### config.mk
export PLATFORM = sky130hd
export DESIGN_NAME = uart_byte_rx
export DESIGN_NICKNAME = d
export VERILOG_FILES = /design/src/rtl/uart_byte_rx.sv
export SDC_FILE = /design/constraint.sdc
export NUM_CORES = 1
export LEC_CHECK = 0
export CORE_ASPECT_RATIO = 1.25
export CORE_MARGIN = 1.5
export CORE_UTILIZATION = 60
export CTS_BUF_LIST = sky130_fd_sc_hd__clkbuf_8
export DETAILED_ROUTE_END_ITERATION = 8
export PLACE_DENSITY = 0.81
export SLEW_MARGIN = 25
export SYNTH_ARGS = -nofsm -noshare
export SYNTH_HDL_FRONTEND = slang
export SYNTH_SLANG_ARGS = --single-unit
### constraint.sdc
create_clock -name clk -period 2.1 [get_ports clk]
set_clock_uncertainty 0.1 [all_clocks]
set_input_delay 0.21 -clock clk [delete_from_list [all_inputs] [get_ports clk]]
set_output_delay 0.21 -clock clk [all_outputs]
set_load 0.01 [all_outputs]
### src/rtl/uart_byte_rx.sv
// 8N1 UART byte receiver, LSB first, CLKS_PER_BIT clocks per bit, SYNC_STAGES input flops.
// Optional: define UART_RX_STOP_CHECK_EN to drop frames whose stop bit samples low.
module uart_byte_rx #(
  parameter int CLKS_PER_BIT = 1,
  parameter int SYNC_STAGES  = 2
) (
  input  logic       clk,
  input  logic       rst,
  input  logic       rxd,
  output logic       receive_ack,
  output logic [7:0] data_i,
  output logic       LED
);

  typedef enum logic [2:0] {
    IDLE,
    START,
    DATA,
    STOP,
    DONE,
    WAIT_HIGH
  } state_t;

  localparam int          HALF      = CLKS_PER_BIT / 2;
  localparam logic [15:0] BIT_LAST  = 16'(CLKS_PER_BIT - 1);
  localparam logic [15:0] HALF_LAST = (HALF > 0) ? 16'(HALF - 1) : 16'd0;
  localparam bit          ONE_CLK   = (CLKS_PER_BIT == 1);

  logic        rxd_s;
  state_t      state;
  logic [15:0] clk_cnt;
  logic [2:0]  bit_idx;
  logic [7:0]  shift;

  if (SYNC_STAGES == 0) begin : g_nosync
    assign rxd_s = rxd;
  end else begin : g_sync
    logic [SYNC_STAGES-1:0] sync;
    always_ff @(posedge clk) begin
      if (!rst) begin
        sync <= '1;
      end else begin
        sync[0] <= rxd;
        for (int unsigned i = 1; i < SYNC_STAGES; i++) sync[i] <= sync[i-1];
      end
    end
    assign rxd_s = sync[SYNC_STAGES-1];
  end

  always_ff @(posedge clk) begin
    if (!rst) begin
      state       <= IDLE;
      clk_cnt     <= '0;
      bit_idx     <= '0;
      shift       <= '0;
      data_i      <= '0;
      receive_ack <= 1'b0;
      LED         <= 1'b0;
    end else begin
      receive_ack <= 1'b0;
      case (state)
        IDLE: begin
          if (!rxd_s) begin
            clk_cnt <= '0;
            bit_idx <= '0;
            // With one clock per bit the detecting edge already is the start-bit sample.
            state   <= ONE_CLK ? DATA : START;
          end
        end
        START: begin
          if (clk_cnt == HALF_LAST) begin
            clk_cnt <= '0;
            state   <= rxd_s ? IDLE : DATA;
          end else begin
            clk_cnt <= clk_cnt + 16'd1;
          end
        end
        DATA: begin
          if (clk_cnt == BIT_LAST) begin
            clk_cnt        <= '0;
            shift[bit_idx] <= rxd_s;
            if (bit_idx == 3'd7) begin
              state <= STOP;
            end else begin
              bit_idx <= bit_idx + 3'd1;
            end
          end else begin
            clk_cnt <= clk_cnt + 16'd1;
          end
        end
        STOP: begin
          if (clk_cnt == BIT_LAST) begin
            clk_cnt <= '0;
            bit_idx <= '0;
`ifdef UART_RX_STOP_CHECK_EN
            state   <= rxd_s ? DONE : WAIT_HIGH;
`else
            state   <= DONE;
`endif
          end else begin
            clk_cnt <= clk_cnt + 16'd1;
          end
        end
        DONE: begin
          data_i      <= shift;
          receive_ack <= 1'b1;
          LED         <= ~LED;
          state       <= IDLE;
        end
        WAIT_HIGH: begin
          if (rxd_s) state <= IDLE;
        end
        default: state <= IDLE;
      endcase
    end
  end

endmodule

# Word level (Yosys, flattened, before mapping)
# Cells that the tools add are included.
# Widths: inputs -> output; s select.
[totals]
ff_bits = 42
wordCells = 56
[classes]
add_sub_neg = 2
order_cmp = 2
eq_ne = 13
mux = 20
n_bitwise = 1
reduce_logical = 10
[op_table]
columns = ["operator", "count"]
rows = [
  ["$mux 16", 2],
  ["$pmux 16 s2", 1],
  ["$mux 3", 10],
  ["$add 16x1->16 const B", 1],
  ["$logic_not 16->1", 1],
  ["$pmux 3 s5", 1],
  ["$ne 2x2->1 const B", 7],
  ["$eq 3x3->1 const B", 3],
  ["$pmux 3 s3", 1],
  ["$bwmux 8", 1],
  ["$eq 3x2->1 const B", 2],
  ["$reduce_and 6->1", 1],
  ["$reduce_and 5->1", 1],
  ["$lt 3x4->1 const B", 1],
  ["$reduce_and 2->1", 2],
  ["$add 3x1->3 const B", 1],
  ["$demux 1 s3", 1],
  ["$eq 3x1->1 const B", 1],
  ["$ge 3x1->1 const B", 1],
  ["$logic_not 3->1", 1],
  ["$reduce_bool 3->1", 1],
  ["$reduce_or 3->1", 1],
  ["$mux 1", 2],
  ["$mux 2", 1],
  ["other kinds (3)", 3],
]

# Depth between registers and ports, before layout
[depth]
ltp_word = 5
mapped_depth = 8
depth_no_buf = 7

# Worst setup path after synthesis
# Ideal clock, no wire load.
[synth_timing]
kind = "reg2reg"
from = "reg clk_cnt[0]"
to = "reg clk_cnt[8]"
arrival_time_ns = 1.625
required_ns = 1.885
setup_slack_ns = 0.261
stages_incl_launch_ff = 9
period_less_slack_ns = 1.839
path_cell_list = "dfxtp_1 > inv_1 > ha_1 > nor4b_1 > nand4_1 > and2_1 > o21ai_1 > buf_4 > nor2_1"
[synth_via]
elab_chain_cells = 3
[synth_rtl]
columns = ["item", "line_no", "text"]
rows = [
  ["start: declaration", "31", "logic [15:0] clk_cnt;"],
  ["start signal: assignment", "75", "clk_cnt <= clk_cnt + 16'd1;"],
  ["start signal: assignment", "88", "clk_cnt <= clk_cnt + 16'd1;"],
  ["start signal: assignment", "101", "clk_cnt <= clk_cnt + 16'd1;"],
  ["$add 16x1->16 / $logic_not 16->1 (equally long branches)", "-", ""],
  ["$mux 16 *", "71, 79, 92", ""],
  ["$pmux 16 s2 *", "61", "case (state)"],
]
# Every way passes the cells marked *; elsewhere a longest branch is shown, timed or not.
# A chain may end at the register's enable or synchronous reset.

# Final worst setup path
[layout_timing]
from = "reg state[2]"
to = "reg shift[2]"
[layout_via]
elab_chain_cells = 2
[layout_rtl]
columns = ["item", "line_no", "text"]
rows = [
  ["start: declaration", "30", "state_t state;"],
  ["start signal: assignment", "67", "state <= ONE_CLK ? DATA : START;"],
  ["start signal: assignment", "73", "state <= rxd_s ? IDLE : DATA;"],
  ["$eq 3x2->1", "61", ""],
  ["$reduce_and 2->1 (no line)", "-", ""],
  ["end signal: indexed assignment", "81", "shift[bit_idx] <= rxd_s;"],
  ["end: declaration", "33", "logic [7:0] shift;"],
]
# Every way passes these cells.

==> results.md <==
* Status: completed
* Num CTS Buffers at 5
* Initial antenna violation count at 0
* Startpoint type of the worst setup path: flop
* Via density at 5.765
* Slew Viols, Final at 0
* Gr ovfl total at 0
* DR vias at 1,597
* H-tree Lvls at 2
* Area Overhead vs Synth at 14.73%
* Die X at 53.82 um
* CP max FO at 11
* Port bufs at 12
* Crit path depth at 6
* Clock power share at 37.5%
* Antenna Nets Post-Route at 0
* Layout net count at 247
* Vias in the first global route at 1,544
* Sequential group share of total power at 56.9%
* Net Sw Frac at 23.19%
* # rows at 22
* Max IR drop VDD at 0.7116 mV
* Post-synth EDFFs at 0
* Synth Area in XOR/XNOR at 5.879%
* P_int at 1.093 mW
* Share of the synthesized area in the top cell type at 43.41%
* Period utilization at 92.57%
* Total Routing Usage GR at 26.26%
* Die Y at 66.53 um
* CTS tree: done
* Slowest stage delay, CP at 440 ps
* Hold Path Cell Cnt at 1
* Final Util at 74.06%
* CTS Hold Bufs at 0
* Worst Tran Pin Value at 533.7 ps
* Ys flop type: dfxtp_1
* Compound-Gate Fraction of Synth Area at 9.173%
* Largest family of logic cells by synthesized area: simple AND/OR/NAND/NOR gates
* Post-synthesis cell count at 223
* Async set or reset register ratio after synthesis at 0%
* Non-Filler Instances at 277
* Adder-cell share of the synthesized area at 2.584%
* IO Pins at 13
* Routability cong. at 0.8108
* WP data required at 2180 ps
* Yosys top cell by area: dfxtp_1
* Endpoints failing hold at 0
* Initial DRC count at 81
* Gate power share at 5.6%
* Worst reg2reg path depth at 6
* Root buf cell: clkbuf_8
* Static Leak at 0.7658 nW
* Clock latency on the worst-skew pair at 300 ps
* Drt wl/cell at 14.31 um
* Slowest CP cell: dfxtp_1
* Clock Tree Buf Depth at 2
* Global-route wire length before repair at 6762 um
* Crit path DAT at 2030 ps
* Top cell family by delay on the critical path: simple AND/OR/NAND/NOR gates
* Most frequent cells in the layout: 42 x dfxtp_1, 33 x nand2_1, 26 x nor2_1
* Layout cell share with drive strength beyond 1 at 12.45%
* Multiplexer share of the synthesized area at 4.134%
* Minimum clock period at 1944 ps
* Max-cap viol count at 0
* Seq/Total Area, Yosys at 43.41%
* Max-slew headroom at 64.12%
* Dpl cells at 269
* Largest net degree at the start of global routing at 24
* Fmax at 514.4 MHz
* Clock slew at reported path FFs at 70 ps
* Crit end category: flop
* Ys Warns at 0
* Crit-path cells: nor3b_4 -> nand4_1 -> buf_4 -> nor4_2 -> mux2i_1 -> nor2_1
* Worst Hold Class: reg -> reg
* Post-synthesis average cell area at 8.685 um2
* Synthesized area at 1937 um2
* Post-Synth Simple-Gate Area at 31.07%
* Yosys reg bits at 42
* # setup viols final at 0
* Most common cell after layout, fill and taps aside: dfxtp_1
* PwrDens at 640.2 nW/um2
* RSZ-0062 raised after global routing: false
* DPL Wire Length at 2863 um
* Initial Util at 64.55%
* Switching Power at 0.3300 mW
* Die ar. at 3580 um2
* Routed WL at 3963 um
* CTS Sinks at 42
* Worst Path Buf+Inv at 1
* Number of diodes at 0
* Post-route DRC at 0
* Std-Cell Core Area at 3000 um2
* Syn_nets at 230
* First-pass DRT Iterations at 4
* Distinct cells, synth at 37
* Setup TNS at 0 ps
* WS Path Type: reg -> reg
* Top post-synthesis cells by area: dfxtp_1 43%, nand2_1 6.4%, nor2_1 5.0%
* Pwr Total at 1.423 mW
==> per-layer routing <==
metal,global-route usage (%),share of wire [%],vias up
li1,-,-,797
met1,27.34,41,767
met2,47.26,54,25
met3,6.502,2.7,8
met4,12.50,1.9,0
met5,0,0,-
==> through the flow <==
step                hold WS (ps)  cell area [um2]  worst slack, ps
global route               320.9             2222            11.05
CTS                        314.0             2203            39.58
finish                     309.1             2222            156.1
global placement           289.1             2112            110.1
detailed placement         292.4             2112            89.89
floorplan                  211.5             1937            260.8
==> synthesized netlist by cell type (4+ instances only) <==
cell type and number:
mux2i_1 8, xnor2_1 6, and3_1 6, nor2_1 26
ha_1 4, o21ai_0 7, clkbuf_1 4, or3_1 4
nand2b_1 6, xor2_1 7, nor4_2 5, inv_1 6
a21oi_1 15, dfxtp_1 42, nand2_1 33, buf_2 4
nand3_1 7, nand4_1 5
==> flip-flops by register name, summed over array words and instances, names as in the netlist <==
signal and count:
shift 8, LED 1, g_sync.sync 2, receive_ack 1
state 3, clk_cnt 16, bit_idx 3, data_i 8
==> path summary, 6_finish.rpt <==
path	slack (ps)	endpoint	start
hold / removal	310	g_sync.sync[1]	g_sync.sync[0]
setup / recovery	160	shift[2]	state[2]
setup reg to reg	160	shift[2]	state[2]
hold reg to reg	310	g_sync.sync[1]	g_sync.sync[0]
==> area by class of cell <==
| class | instances | area (um2) |
|---|---|---|
| Timing Repair Buffer | 20 | 180.2 |
| Sequential cell | 42 | 840.8 |
| Inverter | 6 | 22.52 |
| Fill cell | 237 | 778.2 |
| Multi-Input combinational cell | 165 | 1042 |
| Clock buffer | 6 | 82.58 |
| Clock inverter | 2 | 8.758 |
| Tap cell | 36 | 45.04 |
==> timing repair <==
item / in CTS / in global routing
gates resized for setup: 0 / 3
setup endpoints to repair: 0 / 20
hold endpoints to repair: 0 / 0
buffers inserted: 0 / 0
==> power by group through the flow <==
stage / logic, mW / registers, mW / clock network [mW]
6_report: 0.0802 / 0.809 / 0.533
5_1_grt: 0.0882 / 0.810 / 0.572
4_1_cts: 0.0804 / 0.809 / 0.539
2_1_floorplan: 0.0632 / 0.822 / 0
3_3_place_gp: 0.0776 / 0.827 / 0
3_5_place_dp: 0.0797 / 0.828 / 0
==> logic make-up (layout without fill, tap and decap cells) <==
kind of cell	Yosys count	in the layout
XOR/XNOR	13	13
AO/OA/AOI/OAI	30	30
buffers and inverters	16	34
adder cells (fa/ha/maj)	4	4
flip-flops	42	42
multiplexers	8	8
AND/OR/NAND/NOR	110	110
Note: power is estimated with default switching activity, not from simulation.
==> RTL edit 1 (config.mk and constraints unchanged) <==
Encoding of `state_t`: now one-hot (6 bits for 6 states).
--- a/src/rtl/uart_byte_rx.sv
+++ b/src/rtl/uart_byte_rx.sv
@@ -12,13 +12,13 @@
   output logic       LED
 );
 
-  typedef enum logic [2:0] {
-    IDLE,
-    START,
-    DATA,
-    STOP,
-    DONE,
-    WAIT_HIGH
+  typedef enum logic [5:0] {
+    IDLE      = 6'b000001,
+    START     = 6'b000010,
+    DATA      = 6'b000100,
+    STOP      = 6'b001000,
+    DONE      = 6'b010000,
+    WAIT_HIGH = 6'b100000
   } state_t;
 
   localparam int          HALF      = CLKS_PER_BIT / 2;
Formal check against the unedited RTL: no difference found for any inputs over 10 cycles, from zero or initial values and one cycle with rst low; not proved beyond that.
==> RTL edit 1 against the original RTL <==
- area after synthesis increased by 9.1%
- cell count increased by 1.8%
- sequential cell count increased by 1
- power increased by 0.22%
- wire length decreased by 8.1%
- via count decreased by 2.4%
- design area increased by 5.9%
- combinational power increased by 4.1%
- sequential share of layout area decreased by 1.2 points
- worst setup slack improved by 0.046 ns
- largest power group unchanged
- highest routed layer unchanged
==> RTL edit 1: results (changes against the original RTL) <==
router iterations before antenna repair = 4 (unchanged)
n_diodes = 0 (unchanged)
final net count = 251 (+1.6%)
mux share of post-synthesis cell area = 4.26% (+0.13 points)
worst hold path class = flip-flop to flip-flop
Synth Flop Type = dfxtp_1
number of fillers in the final layout = 264 (+11%)
first-pass GRT wire length = 6380 um (-5.7%)
Leak = 0.804 nW (+4.9%)
YS warnings = 0 (unchanged)
Peak VDD IR = 0.000622 V (-13%)
Largest regs = clk_cnt: 16 flops, data_i: 8 flops, shift: 8 flops
sequential share of the synthesized area = 40.7% (-2.7 points)
Async SR Flop Fraction = 0% (unchanged)
delay-heaviest family, CP = simple AND/OR/NAND/NOR gates
hpwl dp = 2660 um (-7.1%)
CTS clk-pin slew, worst paths = 0.08 ns
Worst EP arrival = 1.98 ns (-0.05 ns)
cts bufs inserted = 5 (unchanged)
routed wire length = 3640 um (-8.1%)
clock latency at the later pin of the worst-skew pair = 0.30 ns (about the same)
Resize count post-CTS = 0 (unchanged)
layout cells sized above 1 = 14.7% (+2.2 points)
synthesized-area fraction occupied by adder cells = 2.37% (-0.22 points)
initial DRC count = 50 (-38%)
worst-path fanout max = 16 (+5)
P_int = 0.00108 W (-0.82%)
vias in the first global route = 1,449 (-6.2%)
Synth Area in Compound Gates = 9.18% (about the same)
worst hold stages = 1 (unchanged)
CP peak stage delay = 0.50 ns (+0.06 ns)
postcts setup bufs = 0 (unchanged)
Total GRT Usage = 20.6% (-5.7 points)
vias per cell = 5.53 (-4.1%)
largest area contributor in the netlist = dfxtp_1
syn nets = 235 (+2.2%)
Port-buffer cells = 12 (unchanged)
XOR/XNOR share of the synthesized area = 7.05% (+1.2 points)
Synth top cells by count = dfxtp_1 (43), nand2_1 (39), nor2_1 (17)
DP Cell Count = 274 (+1.9%)
Synth cell types = 50 (+35%)
DR vias = 1,559 (-2.4%)
antenna violations before repair = 0 (unchanged)
Least-Margin Pin Slew = 0.570 ns (+0.0367 ns)
R2R depth = 5 (-1)
slowest CP cell = nor4_1
top cells by area, synth = dfxtp_1 (41%), nand2_1 (6.9%), xnor2_1 (6.6%)
largest net degree at the start of global routing = 27 (+13%)
CTS H-tree lvls = 2 (unchanged)
cells after synthesis = 228 (+2.2%)
outcome = finished clean
GPL Wtd Cong = 0.825 (+1.8%)
==> RTL edit 1: metal layers <==
layer / up-vias / track usage [%] / share of wire, %
li1: 823 / - / -
met1: 712 / 23.2 / 44
met2: 17 / 35.4 / 51
met3: 7 / 5.60 / 2.8
met4: 0 / 9.52 / 2.0
met5: - / 0 / 0
==> RTL edit 1: cells by family (layout without fill, tap and decap cells) <==
group | Yosys count | count (layout)
buffers and inverters | 18 | 35
muxes | 9 | 9
DFF | 43 | 43
adders and majority gates | 4 | 4
xor gates and xnor gates | 17 | 17
and+or+nand+nor | 113 | 113
AOI/OAI and AO/OA | 24 | 24
==> RTL edit 1: area by class of cell <==
cell class	count	area [um^2]	share of cell area (%)
multi-input combinational	167	1140	48.5
timing repair buffer	23	203	8.62
sequential	43	862	36.6
clock buffer	5	68.8	2.93
clock inverter	3	16.3	0.691
tap	37	46.3	1.97
inverter	4	15.0	0.638
==> RTL edit 1: final timing paths <==
check            startpoint  slack, ns        endpoint
max              clk_cnt[5]       0.20      clk_cnt[8]
min          g_sync.sync[0]       0.32  g_sync.sync[1]
max reg2reg      clk_cnt[5]       0.20      clk_cnt[8]
min reg2reg  g_sync.sync[0]       0.32  g_sync.sync[1]
==> RTL edit 1: power by group through the flow <==
stage | Sequential, W | Clock [W] | Combinational [W]
finish | 0.000829 | 0.000513 | 0.0000835
global route | 0.000830 | 0.000562 | 0.0000908
CTS | 0.000829 | 0.000530 | 0.0000841
detailed placement | 0.000848 | 0 | 0.0000837
global placement | 0.000848 | 0 | 0.0000825
floorplan | 0.000843 | 0 | 0.0000710
==> RTL edit 1: stage by stage <==
step | setup WS (ns) | instance area [um^2] | utilization, % | total power, W
floorplan | 0.358 | 2110 | - | 0.000914
finish | 0.203 | 2350 | 71.7 | 0.00143
CTS | 0.146 | 2350 | 71.7 | 0.00144
global placement | 0.205 | 2270 | 69.1 | 0.000930
global route | 0.0370 | 2350 | 71.7 | 0.00148
detailed placement | 0.144 | 2270 | 69.1 | 0.000932
==> RTL edit 2 (same flow settings) <==
Without the edit above. The parameter `SYNC_STAGES` goes from 2 to 1.
--- a/src/rtl/uart_byte_rx.sv
+++ b/src/rtl/uart_byte_rx.sv
@@ -2,7 +2,7 @@
 // Optional: define UART_RX_STOP_CHECK_EN to drop frames whose stop bit samples low.
 module uart_byte_rx #(
   parameter int CLKS_PER_BIT = 1,
-  parameter int SYNC_STAGES  = 2
+  parameter int SYNC_STAGES  = 1
 ) (
   input  logic       clk,
   input  logic       rst,
Function: same outputs for any inputs over 10 cycles, from zero or initial values and one cycle with rst low; that may be too few to reach the edited logic, so the function may still have changed.
==> RTL edit 2 against the original RTL <==
- worst setup slack worse by 0.021 ns
- sequential cell count shrank 1
- wire length up 8.2%
- design area is 6.2% higher
- core utilization fell by 0.15 points
- critical path depth grew 3
- global-route usage decreased by 0.32 points
- area after synthesis rose by 2.6%
- maximum frequency is 1.0% lower
Power is not compared: it rests on default switching activity, and its combinational part moved more than twofold at a synthesized area within 25%.
==> RTL edit 2: results (changes against the original RTL) <==
max reg flops = 16 (unchanged)
delay-heaviest family, CP = buffers and inverters
Synth top cells by count = dfxtp_1 (41), nand2_1 (33), a21oi_1 (18)
Async SR Flop Fraction = 0% (unchanged)
wire per inst = 14.0 um (-2.4%)
outcome = finished clean
router iterations before antenna repair = 5 (+1)
Synth Area in Compound Gates = 16.7% (+7.5 points)
DR vias = 1,808 (+13%)
top cells by area, synth = dfxtp_1 (41%), nand2_1 (6.2%), a21oi_1 (4.5%)
Crit Path Category = flip-flop to flip-flop
slowest CP cell = dfxtp_1
cells after synthesis = 240 (+7.6%)
Total GRT Usage = 25.9% (-0.32 points)
Setup crit end = clk_cnt[1]
R2R depth = 9 (+3)
part of the cycle the worst path needs = 93.5% (+0.98 points)
largest net degree at the start of global routing = 33 (+38%)
layout cells sized above 1 = 14.4% (+2.0 points)
number of fillers in the final layout = 264 (+11%)
end point of the worst hold path = data_i[0]
syn nets = 247 (+7.4%)
sequential share of the synthesized area = 41.3% (-2.1 points)
worst reg2reg path startpoint = clk_cnt[0]
final net count = 276 (+12%)
Port-buffer cells = 12 (unchanged)
worst-path fanout max = 5 (-6)
hpwl dp = 2980 um (+4.2%)
synthesized-area fraction occupied by adder cells = 2.52% (-0.065 points)
mux share of post-synthesis cell area = 2.52% (-1.6 points)
antenna violations before repair = 0 (unchanged)
Max-Slew Margin vs Limit = 68.0% (+3.9 points)
vias in the first global route = 1,562 (+1.2%)
vias per cell = 5.89 (+2.1%)
Setup WS pre-CTS = 0.181 ns (+0.0913 ns)
CTS clk-pin slew, worst paths = 0.08 ns
first-pass GRT wire length = 6920 um (+2.3%)
n_diodes = 0 (unchanged)
XOR/XNOR share of the synthesized area = 2.64% (-3.2 points)
worst hold stages = 2 (+1)
DP Cell Count = 298 (+11%)
seq pwr = 0.000828 W
CP peak stage delay = 0.34 ns (-0.10 ns)
initial DRC count = 45 (-44%)
Clock Path Buffers = 2 (unchanged)
GPL Wtd Cong = 0.835 (+3.0%)
worst hold start = shift[0]
Synth cell types = 40 (+8.1%)
## RTL edit 2: cell types whose count changed after synthesis, moves of 4 or more
| cell | change |
|---|---|
| nor2_1 | -18 |
| nor3_1 | +10 |
| a211oi_1 | +8 |
| nand3_1 | +8 |
| clkbuf_1 | +7 |
| xor2_1 | -7 |
| nor4_2 | -5 |
| o21a_1 | +4 |
| or3_1 | +4 |
## RTL edit 2: logic make-up (layout without fill, tap and decap cells)
kind of cell	count (synthesis)	in the layout
compound gates	51	51
xor+xnor	6	6
fa+ha+maj	4	4
buf+inv	20	50
flops	41	41
mux	5	5
simple gates	113	113
## RTL edit 2: what timing repair did
item	in CTS	in global routing
setup buffers	0	1
endpoints found under the setup margin	0	10
gates resized for setup	0	2
hold buffers	0	0
endpoints found under the hold margin	0	0
## RTL edit 2: metrics by stage
stage | hold WS, ns | instance area, um^2 | TNS (ns)
floorplan | 0.183 | 1990 | 0
global placement | 0.341 | 2260 | 0
detailed placement | 0.345 | 2260 | 0
CTS | 0.357 | 2350 | 0
global route | 0.378 | 2360 | -0.0226
finish | 0.353 | 2360 | 0
## RTL edit 2: layer usage
metal / up-vias / GRT usage, % / wire, um
li1: 929 / - / -
met1: 835 / 30.2 / 1900
met2: 35 / 44.7 / 2180
met3: 9 / 5.53 / 110
met4: 0 / 10.9 / 92
met5: - / 0 / 0
## RTL edit 2: layout make-up
| class | instances | area (um^2) | area share, % |
|---|---|---|---|
| Clock inverter | 3 | 13.8 | 0.583 |
| Sequential cell | 41 | 822 | 34.8 |
| Inverter | 6 | 22.5 | 0.954 |
| Timing Repair Buffer | 36 | 300 | 12.7 |
| Clock buffer | 5 | 68.8 | 2.91 |
| Tap cell | 37 | 46.3 | 1.96 |
| Multi-Input combinational cell | 179 | 1090 | 46.1 |
